### config.mk
export PLATFORM = sky130hd
export DESIGN_NAME = canonical_code_assigner
export DESIGN_NICKNAME = d
export VERILOG_FILES = /design/src/rtl/canonical_code_assigner.sv
export SDC_FILE = /design/constraint.sdc
export NUM_CORES = 1
export LEC_CHECK = 0
export BUFFER_PORTS_ARGS = -buffer_cell sky130_fd_sc_hd__clkbuf_2
export CAP_MARGIN = 25
export CORE_ASPECT_RATIO = 1.2
export CORE_MARGIN = 2
export CORE_UTILIZATION = 52
export DETAILED_ROUTE_END_ITERATION = 6
export HOLD_SLACK_MARGIN = 0.15
export MAX_ROUTING_LAYER = met4
export PLACE_DENSITY = 0.76
export SLEW_MARGIN = 15
export SYNTH_ARGS = -nofsm -noshare
export SYNTH_HDL_FRONTEND = slang
export SYNTH_SLANG_ARGS = --single-unit
### constraint.sdc
create_clock -name clk -period 4.6 [get_ports clk]
set_input_delay 0.92 -clock clk [delete_from_list [all_inputs] [get_ports clk]]
set_output_delay 0.92 -clock clk [all_outputs]
set_load 0.005 [all_outputs]
### src/rtl/canonical_code_assigner.sv
// canonical_code_assigner: walks the ascending (code size, symbol ID) list
// produced by the code-size sorter, one entry per cycle, and builds the
// canonical codeword and length tables indexed by symbol ID. Invalid length
// sets (Kraft overflow, unsorted input, over-long codes) raise a sticky error.
// Optional build macro: CANON_CODE_BITREV_EN bit-reverses each published code
// within its own length for an LSB-first packer.
module canonical_code_assigner #(
  parameter int SYMBOLS         = 16,
  parameter int CODE_SIZE_WIDTH = 5,
  parameter int SYMBOL_ID_WIDTH = 4,
  parameter int MAX_CODE_LEN    = 15
) (
  input  logic                                 clk,
  input  logic                                 reset,
  input  logic                                 start,
  input  logic [SYMBOLS*CODE_SIZE_WIDTH-1:0]   sorted_code_size_flat,
  input  logic [SYMBOLS*SYMBOL_ID_WIDTH-1:0]   sorted_symbol_id_flat,
  output logic [SYMBOLS*MAX_CODE_LEN-1:0]      code_flat,
  output logic [SYMBOLS*CODE_SIZE_WIDTH-1:0]   code_len_flat,
  output logic [SYMBOL_ID_WIDTH:0]             used_count,
  output logic                                 busy,
  output logic                                 done,
  output logic                                 error
);

  localparam logic [SYMBOL_ID_WIDTH-1:0] LAST_IDX  = SYMBOL_ID_WIDTH'(SYMBOLS - 1);
  localparam logic [SYMBOL_ID_WIDTH-1:0] IDX_ONE   = SYMBOL_ID_WIDTH'(1);
  localparam logic [SYMBOL_ID_WIDTH:0]   COUNT_ONE = (SYMBOL_ID_WIDTH + 1)'(1);
  localparam logic [CODE_SIZE_WIDTH-1:0] MAX_LEN   = CODE_SIZE_WIDTH'(MAX_CODE_LEN);
  localparam logic [MAX_CODE_LEN:0]      CODE_ONE  = (MAX_CODE_LEN + 1)'(1);

  typedef enum logic [1:0] {IDLE, LOAD, ASSIGN, FIN} state_t;

  state_t                       state;
  logic [CODE_SIZE_WIDTH-1:0]   cap_size [SYMBOLS];
  logic [SYMBOL_ID_WIDTH-1:0]   cap_id   [SYMBOLS];
  logic [MAX_CODE_LEN-1:0]      tbl_code [SYMBOLS];
  logic [CODE_SIZE_WIDTH-1:0]   tbl_len  [SYMBOLS];
  logic [SYMBOL_ID_WIDTH-1:0]   idx;
  logic                         first;
  logic [CODE_SIZE_WIDTH-1:0]   prev;
  // One extra bit so a Kraft overflow at the maximum length is still visible.
  logic [MAX_CODE_LEN:0]        code;
  logic                         error_int;
  logic [SYMBOL_ID_WIDTH:0]     count;

  logic [CODE_SIZE_WIDTH-1:0]   cur_len;
  logic [SYMBOL_ID_WIDTH-1:0]   cur_id;
  logic [CODE_SIZE_WIDTH-1:0]   shift;
  logic [MAX_CODE_LEN:0]        code_next;
  logic                         entry_err;

  // Shape a stored code for the published table (optionally bit-reversed within L).
  function automatic logic [MAX_CODE_LEN-1:0] out_code(
    input logic [MAX_CODE_LEN-1:0]    c,
    input logic [CODE_SIZE_WIDTH-1:0] len
  );
`ifdef CANON_CODE_BITREV_EN
    logic [MAX_CODE_LEN-1:0] r;
    r = '0;
    for (int b = 0; b < MAX_CODE_LEN; b++) begin
      if ((b < int'(len)) && (int'(len) - 1 - b < MAX_CODE_LEN))
        r[int'(len) - 1 - b] = c[b];
    end
    return r;
`else
    return (len == '0) ? '0 : c;
`endif
  endfunction

  // Next canonical code and validity checks for the entry at idx.
  always_comb begin
    cur_len   = cap_size[idx];
    cur_id    = cap_id[idx];
    shift     = cur_len - prev;
    code_next = '0;
    entry_err = 1'b0;
    if (!first)
      code_next = (code + CODE_ONE) << shift;
    if (cur_len != '0) begin
      if (cur_len > MAX_LEN)
        entry_err = 1'b1;
      if (!first && (cur_len < prev))
        entry_err = 1'b1;
      if ((code_next >> cur_len) != '0)
        entry_err = 1'b1;
    end
  end

  // Control FSM with table updates and registered outputs.
  always_ff @(posedge clk) begin
    if (reset) begin
      state         <= IDLE;
      idx           <= '0;
      first         <= 1'b1;
      prev          <= '0;
      code          <= '0;
      error_int     <= 1'b0;
      count         <= '0;
      code_flat     <= '0;
      code_len_flat <= '0;
      used_count    <= '0;
      busy          <= 1'b0;
      done          <= 1'b0;
      error         <= 1'b0;
      for (int s = 0; s < SYMBOLS; s++) begin
        cap_size[s] <= '0;
        cap_id[s]   <= '0;
        tbl_code[s] <= '0;
        tbl_len[s]  <= '0;
      end
    end else begin
      done <= 1'b0;
      case (state)
        IDLE: begin
          if (start) begin
            for (int s = 0; s < SYMBOLS; s++) begin
              cap_size[s] <= sorted_code_size_flat[s*CODE_SIZE_WIDTH +: CODE_SIZE_WIDTH];
              cap_id[s]   <= sorted_symbol_id_flat[s*SYMBOL_ID_WIDTH +: SYMBOL_ID_WIDTH];
              tbl_code[s] <= '0;
              tbl_len[s]  <= '0;
            end
            idx       <= '0;
            first     <= 1'b1;
            prev      <= '0;
            code      <= '0;
            error_int <= 1'b0;
            count     <= '0;
            busy      <= 1'b1;
            state     <= LOAD;
          end
        end
        LOAD: begin
          state <= ASSIGN;
        end
        ASSIGN: begin
          if (cur_len != '0) begin
            tbl_code[cur_id] <= code_next[MAX_CODE_LEN-1:0];
            tbl_len[cur_id]  <= cur_len;
            code             <= code_next;
            prev             <= cur_len;
            first            <= 1'b0;
            count            <= count + COUNT_ONE;
            if (entry_err)
              error_int <= 1'b1;
          end
          if (idx == LAST_IDX)
            state <= FIN;
          else
            idx <= idx + IDX_ONE;
        end
        FIN: begin
          for (int s = 0; s < SYMBOLS; s++) begin
            code_flat[s*MAX_CODE_LEN +: MAX_CODE_LEN]         <= out_code(tbl_code[s], tbl_len[s]);
            code_len_flat[s*CODE_SIZE_WIDTH +: CODE_SIZE_WIDTH] <= tbl_len[s];
          end
          used_count <= count;
          error      <= error_int;
          done       <= 1'b1;
          busy       <= 1'b0;
          state      <= IDLE;
        end
        default: state <= IDLE;
      endcase
    end
  end

endmodule

==> results.txt, run 1 <==
Port Buffers = 474
Finished Core Util = 0.626
Die X = 235 microns
Number of synthesized flops with an enable pin = 464
First-pass GRT wire length = 139000 microns
Root buffer cell = clkbuf_16
Crit path max fanout = 10
Dpl hpwl = 61300 microns
Core area = 63300 sq um
Initial DRC count = 2202
Fraction of layout cells with a size suffix above 1 = 0.229
Final hold vios = 0
Synth Area per Inst = 11.2 sq um
DRC Markers = 0
Sink Count = 830
Final Slew Violations = 0
Drt first pass iters = 6
Tmin final = 4280 ps
Least-Margin Pin Slew = 1190 ps
Net Count, Synth = 3136
Die span in y = 281 microns
Vias/cell = 5.52
Count leader, synth = nor2_1
Rows = 101
Nets = 3596
Num ports = 475
VDD IR max = 476 uV
Max Cap Viol = 0
Synth area leader = edfxtp_1
FF-to-FF setup slack = 320 ps
Outcome = completed
Synth warnings = 0
Kind of critical path = register to register
Syn Std Cell Area = 33300 sq um
Sequential share of the synthesized area = 0.639
Commonest cells post-synth = nor2_1, edfxtp_1, dfxtp_1
Largest net degree at the start of global routing = 200
Leak pwr = 15.7 nW
Final WL = 92600 microns
Ys async rst share = 0
Initial Utilization = 0.526
# H-tree levels = 3
Final antenna-violating net count = 0
Gr usage total = 0.284
Routability cong. = 0.967
Final period util = 0.931
Via count = 23900
Filler cells = 4941
Layout area overhead = 19.1%
Final setup violation count = 0
Synth Instances = 2971
Hold Path Class = register to register
Ys flop type = edfxtp_1
Setup TNS = 0 ps
Pwr per Cell Area = 514 nW/um^2
CP required = 5110 ps
CTS Buffer Depth = 3
Normalized max-slew margin = 0.208
FF+latch count, synth = 830
Skew-Pair Late Insertion Delay = 630 ps
CTS tree = yes
Die area = 66000 sq um
Antenna violations before repair = 0
Synth top area share = 0.419
Synth top area cells = edfxtp_1, dfxtp_1, nor2_1
Avg WL per Cell = 21.4 microns
GRT Residual Overflow = 0
WP data arrival = 4800 ps
RSZ-0062 raised after global routing = no
Distinct cells, synth = 77
Vias in the first global route = 23000
CP Capture Type = register
Total CTS buffers = 78
Clk_skew = 20.2 ps
Fmax = 233 MHz
Clk pin slew, worst setup/hold paths = 70 ps
Hold_ws = 463 ps
# diodes = 0
Critical Path Source Type = register
[final timing paths]
path                                     end  cells past startpoint            from
worst min register to register  code_flat[7]                      2  tbl_code[0][7]
worst min-delay path            code_flat[7]                      2  tbl_code[0][7]
worst max-delay path               error_int                     15        register
worst max register to register     error_int                     15        register
[stage by stage]
step / power, mW / std cells / instance area [sq um] / worst slack, ps
6_report: 20.4 / 4319 / 39600 / 316
3_5_place_dp: 13.8 / 4170 / 36900 / 169
3_3_place_gp: 13.8 / 4169 / 36900 / 192
4_1_cts: 20.4 / 4314 / 39500 / 182
2_1_floorplan: 12.0 / 2971 / 33300 / -203
5_1_grt: 21.2 / 4319 / 39600 / 19.0
[metal layers]
layer | part of all wire | wire length (microns) | global-route usage | vias up
met4 | 0.042 | 3850 | 0.121 | 0
li1 | - | - | - | 11100
met1 | 0.40 | 37500 | 0.361 | 11600
met5 | 0 | 0 | - | -
met2 | 0.49 | 45000 | 0.457 | 973
met3 | 0.068 | 6320 | 0.0436 | 190
[kinds of logic after synthesis]
family | after synthesis | synth area share
and+or+nand+nor | 1315 | 0.188
DFF | 830 | 0.639
AOI/OAI and AO/OA | 416 | 0.0737
buffers and inverters | 237 | 0.0303
muxes | 138 | 0.0572
adders and majority gates | 18 | 0.00722
xor gates and xnor gates | 17 | 0.00448
[layout by cell type, fill, tap and decap left out, types with 14 or more instances in the layout]
cell       Yosys  final
nor2b_1      305    305
or4_1         17     17
nand3_1       18     18
clkbuf_1     156     21
edfxtp_1     464    464
o21a_1        23     22
dfxtp_1      366    364
clkbuf_16      0     81
clkbuf_2       1    473
nor3_1        21     20
buf_4         12    111
inv_1         17     16
nand2_1       77     75
mux4_2        41     41
and2_1        96     96
o21ai_0       18     18
ha_1          16     14
a21oi_1      282    280
nor2_1       724    722
mux2i_1       91     91
[power breakdown]
group	switching, mW	internal (mW)	total, mW	leakage, nW
logic	2.80	1.46	4.25	6.48
clock network	2.79	3.85	6.64	1.29
registers	0.454	9.03	9.49	7.95
[critical path: stages (launching register included)]
cell and delay, ps:
dfxtp_4 390, mux4_2 520, a22oi_1 200, and3_2 240, ha_2 210, fa_2 510
buf_4 220, nand3b_1 150, a21oi_1 140, nor4_1 110, a31o_2 270, a221o_1 360
o41ai_2 330, a41oi_1 160, o31ai_1 250, a31oi_1 110
[timing repair]
item | in CTS | in global routing
setup buffers | 0 | 4
resized for setup | 0 | 7
hold buffers | 0 | 0
endpoints found under the setup margin | 0 | 6
[layout make-up]
type	count	area (sq um)	share of cell area
clock inverters	30	387	0.00976
clock buffers	114	2270	0.0573
repair buffers	598	3450	0.0871
flip-flops and latches	830	21300	0.537
well taps	824	1030	0.0260
multi-input cells	1904	11100	0.281
inverters	19	75.1	0.00189
[registers in the layout (all words and copies together) (netlist names), named ones only]
signal         flops
state              2
busy               1
done               1
code_len_flat     80
cap_id            64
code              16
prev               5
idx                4
error_int          1
cap_size          80
used_count         5
count              5
error              1
code_flat        240
tbl_len           80
first              1
tbl_code         240
No activity file was read; power rests on OpenSTA's default activity.
==> inputs of run 2 (changes only) <==
--- a/config.mk
+++ b/config.mk
@@ -8,6 +8,6 @@
 export BUFFER_PORTS_ARGS = -buffer_cell sky130_fd_sc_hd__clkbuf_2
-export CAP_MARGIN = 25
 export CORE_ASPECT_RATIO = 1.2
 export CORE_MARGIN = 2
-export CORE_UTILIZATION = 52
+export CORE_UTILIZATION = 54
+export CTS_BUF_LIST = sky130_fd_sc_hd__clkbuf_4 sky130_fd_sc_hd__clkbuf_8
 export DETAILED_ROUTE_END_ITERATION = 6
@@ -15,3 +15,3 @@
 export MAX_ROUTING_LAYER = met4
-export PLACE_DENSITY = 0.76
+export PLACE_DENSITY = 0.79
 export SLEW_MARGIN = 15
--- a/constraint.sdc
+++ b/constraint.sdc
@@ -3,2 +3,2 @@
 set_output_delay 0.92 -clock clk [all_outputs]
-set_load 0.005 [all_outputs]
+set_load 0.01 [all_outputs]
==> results.txt, run 2 (same netlist as run 1, synthesis figures left out) <==
VDD IR max = 291 uV
WP data arrival = 4970 ps
Layout area overhead = 18.8%
Clk_skew = 39.0 ps
GRT Residual Overflow = 0
Hold_ws = 455 ps
Crit path cell chain = mux4_2 > a22oi_1 > and3_2 > ha_1 > fa_2 > buf_4 > buf_4 > and3_1 > o21a_1 > a31o_2 > a221o_1 > o41ai_2 > a41oi_1 > o31ai_1 > a31oi_1
Pre-CTS setup slack = -27.3 ps
Rows = 99
Final Slew Violations = 0
Initial Utilization = 0.547
Setup ws final = 253 ps
Final WL = 92100 microns
Final setup violation count = 0
RSZ-0062 raised after global routing = no
Antenna violations before repair = 5
First-pass GRT wire length = 137000 microns
Num ports = 475
Hold Path Class = register to register
CTS Hold Bufs = 0
Skew-Pair Late Insertion Delay = 740 ps
Core area = 60800 sq um
Nets = 3632
Vias/cell = 5.52
Leak pwr = 15.8 nW
Kind of critical path = register to register
Least-Margin Pin Slew = 1150 ps
Die area = 63600 sq um
Largest net degree at the start of global routing = 217
Clk pin slew, worst setup/hold paths = 70 ps
# H-tree levels = 3
Die X = 231 microns
Final antenna-violating net count = 0
Fraction of layout cells with a size suffix above 1 = 0.251
Crit-path slowest cell = mux4_2
Root buffer cell = clkbuf_8
Routability cong. = 0.944
Tmin final = 4350 ps
Most frequent cells in the layout = nor2_1, clkbuf_2, edfxtp_1, dfxtp_1, nor2b_1
CP most frequent cell = buf_4
Outcome = completed
Pwr per Cell Area = 507 nW/um^2
Initial DRC count = 2205
Critical Path Source Type = register
Drt first pass iters = 5
Total CTS buffers = 120
Commonest non-fill, non-tap cell in the layout = nor2_1
Dpl hpwl = 60900 microns
Finished Core Util = 0.650
Final period util = 0.945
CTS tree = yes
Normalized max-slew margin = 0.235
Port Buffers = 474
Fmax = 230 MHz
Biggest regs = code_flat (240), tbl_code (240)
Gr usage total = 0.293
CTS Buffer Depth = 3
Die span in y = 276 microns
Sink Count = 830
CP required = 5230 ps
Slowest cell delay on critical path = 530 ps
CP Capture Type = register
Crit path max fanout = 15
Max Cap Viol = 0
Vias in the first global route = 23300
Via count = 24200
Avg WL per Cell = 21.0 microns
Pwr Total = 20.1 mW
Final hold vios = 0
DRC Markers = 0
Setup TNS = 0 ps
==> run 2: cell count changes in the layout (fill, tap and decap cells not counted), sizes merged <==
cell,previous run,this run
clkinvlp,4,3
clkinv,16,26
bufinv,7,4
clkbuf,587,666
buf,125,119
diode,0,5
==> run 2: layout make-up <==
class                      instances  area [sq um]
clock inverter                    36           303
tap                              808          1010
clock buffer                     193          2350
timing repair buffer             592          3380
multi-input combinational       1904         11100
fill                            4635         21300
inverter                          19          75.1
sequential                       830         21300
antenna                            5          12.5
==> run 2: path summary, 6_finish.rpt <==
kind                                     start           end  slack, ps  cells after the start
worst min-delay path            tbl_code[0][2]  code_flat[2]        460                      2
worst min register to register  tbl_code[0][2]  code_flat[2]        460                      2
worst max register to register        register     error_int        250                     15
worst max-delay path                  register     error_int        250                     15
==> run 2: per-layer routing <==
metal	vias to the layer above	wire length [microns]	part of all wire	global-route usage
met1	11700	36900	0.40	0.373
met5	-	0	0	-
met3	189	7620	0.083	0.0583
met4	0	3540	0.038	0.114
li1	11200	-	-	-
met2	1088	44000	0.48	0.467
==> run 2: worst max-delay path, delay by kind of cell, from the launching register on <==
kind            cells  cell delay, ps
buf+inv             2             400
simple gates        2             410
fa+ha+maj           2             720
compound gates      8            1770
mux                 1             530
flops               1             430
==> run 2: report_power, final <==
group / internal (mW) / switching [mW]
Clock: 3.48 / 2.82
Sequential: 9.04 / 0.439
Combinational: 1.45 / 2.84
Total: 14.0 / 6.09
==> run 2: timing repair <==
| item | 4_1_cts | 5_1_grt |
|---|---|---|
| setup buffers | 0 | 0 |
| setup endpoints to repair | 0 | 87 |
| resized for setup | 0 | 7 |
==> run 2: stage by stage <==
step	area, sq um	std cells
CTS	39500	4382
detailed placement	36800	4153
finish	39500	4387
floorplan	33300	2971
global route	39500	4387
global placement	36800	4153
==> inputs of run 3 (changes only) <==
Settings changed: CORE_UTILIZATION 54 to 52, CTS_BUF_LIST sky130_fd_sc_hd__clkbuf_4 sky130_fd_sc_hd__clkbuf_8 to sky130_fd_sc_hd__clkbuf_4 sky130_fd_sc_hd__clkbuf_8 sky130_fd_sc_hd__clkbuf_16, PLACE_DENSITY 0.79 to 0.76.
==> results.txt, run 3 (same netlist as run 1, synthesis figures left out) <==
Port Buffers = 474
Via count = 23900
Normalized max-slew margin = 0.233
Hold Path Class = register to register
Most frequent cells in the layout = nor2_1, clkbuf_2, edfxtp_1, dfxtp_1, nor2b_1
Critical Path Source Type = register
Fmax = 228 MHz
Least-Margin Pin Slew = 1150 ps
Sink Count = 830
Cell-internal power = 14.5 mW
Non-Filler Instances = 4317
Final antenna-violating net count = 0
Die span in y = 281 microns
Vias/cell = 5.53
Avg WL per Cell = 21.5 microns
Layout area overhead = 19.3%
Crit path max fanout = 9
Setup Buffers After CTS = 0
Met1 Resource Use GR = 0.364
Setup ws final = 210 ps
Initial DRC count = 2266
Pre-CTS setup slack = 152 ps
Final WL = 92800 microns
Leak pwr = 15.8 nW
Filler cells = 4935
WP data arrival = 4900 ps
CTS Hold Bufs = 0
Outcome = completed
DRC Markers = 0
Die X = 235 microns
Vias in the first global route = 23100
Part of the power in registers = 0.459
Clk pin slew, worst setup/hold paths = 70 ps
Num ports = 475
Dpl hpwl = 61300 microns
# H-tree levels = 3
Sw Pwr = 6.16 mW
Commonest non-fill, non-tap cell in the layout = nor2_1
Total CTS buffers = 79
Initial Utilization = 0.526
Inst Count DP = 4169
Final Slew Violations = 0
Gr usage total = 0.284
CTS tree = yes
Biggest regs = code_flat (240), tbl_code (240)
Clk_skew = 50.1 ps
First-pass GRT wire length = 139000 microns
Final period util = 0.954
RSZ-0062 raised after global routing = no
VDD IR max = 370 uV
Antenna violations before repair = 0
Skew-Pair Late Insertion Delay = 640 ps
Die area = 66000 sq um
Max Cap Viol = 0
GR Util met3 = 0.0389
Routability cong. = 0.967
CTS Buffer Depth = 3
Placed cell areas = 36900 sq um
CP required = 5110 ps
Design area = 39700 sq um
Final hold vios = 0
Global routing's busiest layer = met2
Tmin final = 4390 ps
Root buffer cell = clkbuf_16
M2 GR Usage = 0.458
Core area = 63300 sq um
Clock power share = 0.333
Largest net degree at the start of global routing = 200
Net Sw Frac = 0.298
CP Capture Type = register
Comb pwr share = 0.208
Drt first pass iters = 5
Nets = 3591
GRT Residual Overflow = 0
# diodes = 0
Fraction of layout cells with a size suffix above 1 = 0.236
Final setup violation count = 0
Rows = 101
Pwr Total = 20.7 mW
Pwr per Cell Area = 521 nW/um^2
Kind of critical path = register to register
## run 3: changes by cell type in the layout (fill, tap and decap cells not counted), moves of 2 or more
cell,delta
clkbuf_16,+82
inv_16,+2
clkinv_16,+2
clkbuf_4,-24
bufinv_16,+3
clkinv_2,-7
clkbuf_8,-135
clkinv_1,-6
inv_12,-2
diode_2,-5
## run 3: final cells by class
| cell class | count | area [sq um] | area share |
|---|---|---|---|
| Multi-Input combinational cell | 1904 | 11200 | 0.281 |
| Inverter | 19 | 75.1 | 0.00189 |
| Sequential cell | 830 | 21300 | 0.536 |
| Timing Repair Buffer | 592 | 3370 | 0.0849 |
| Clock buffer | 116 | 2360 | 0.0595 |
| Tap cell | 824 | 1030 | 0.0260 |
| Clock inverter | 32 | 443 | 0.0112 |
## run 3: power groups by stage
stage | registers (mW) | clock network [mW] | logic, mW
final | 9.49 | 6.88 | 4.30
after global placement | 9.61 | 0 | 4.22
after CTS | 9.49 | 6.97 | 4.26
after floorplan | 9.50 | 0 | 2.53
after detailed placement | 9.63 | 0 | 4.24
after global routing | 9.57 | 7.24 | 4.61
## run 3: per-layer routing
metal,share of wire,wire [microns]
met5,0,0
met2,0.49,45200
met4,0.037,3460
met1,0.41,38100
met3,0.064,5970
## run 3: through the flow
stage          hold slack (ps)  utilization  TNS (ps)
3_5_place_dp               460        0.582         0
6_report                   470        0.627         0
2_1_floorplan              448            -      -203
3_3_place_gp               451        0.582         0
5_1_grt                    492        0.627         0
4_1_cts                    474        0.627         0
## run 3: worst paths after layout
check | startpoint | end | slack [ps] | cells past startpoint
hold / removal | tbl_code[1][3] | code_flat[18] | 470 | 2
setup / recovery | register | error_int | 210 | 15
hold reg to reg | tbl_code[1][3] | code_flat[18] | 470 | 2
setup reg to reg | register | error_int | 210 | 15
## run 3: worst max-delay path, stage by stage (launching register included)
cell and delay, ps:
dfxtp_2 360, buf_4 180, mux4_2 330, nand3_1 60, and3_2 230, ha_1 230
fa_2 690, inv_1 160, o32ai_1 400, o32ai_1 190, o2111a_1 250, a221o_1 330
o41ai_2 330, a41oi_1 170, o31ai_1 230, a31oi_1 110
## run 3: repair_timing
action,CTS,global route
resized for setup,0,4
hold endpoints to repair,0,0
endpoints found under the setup margin,0,20
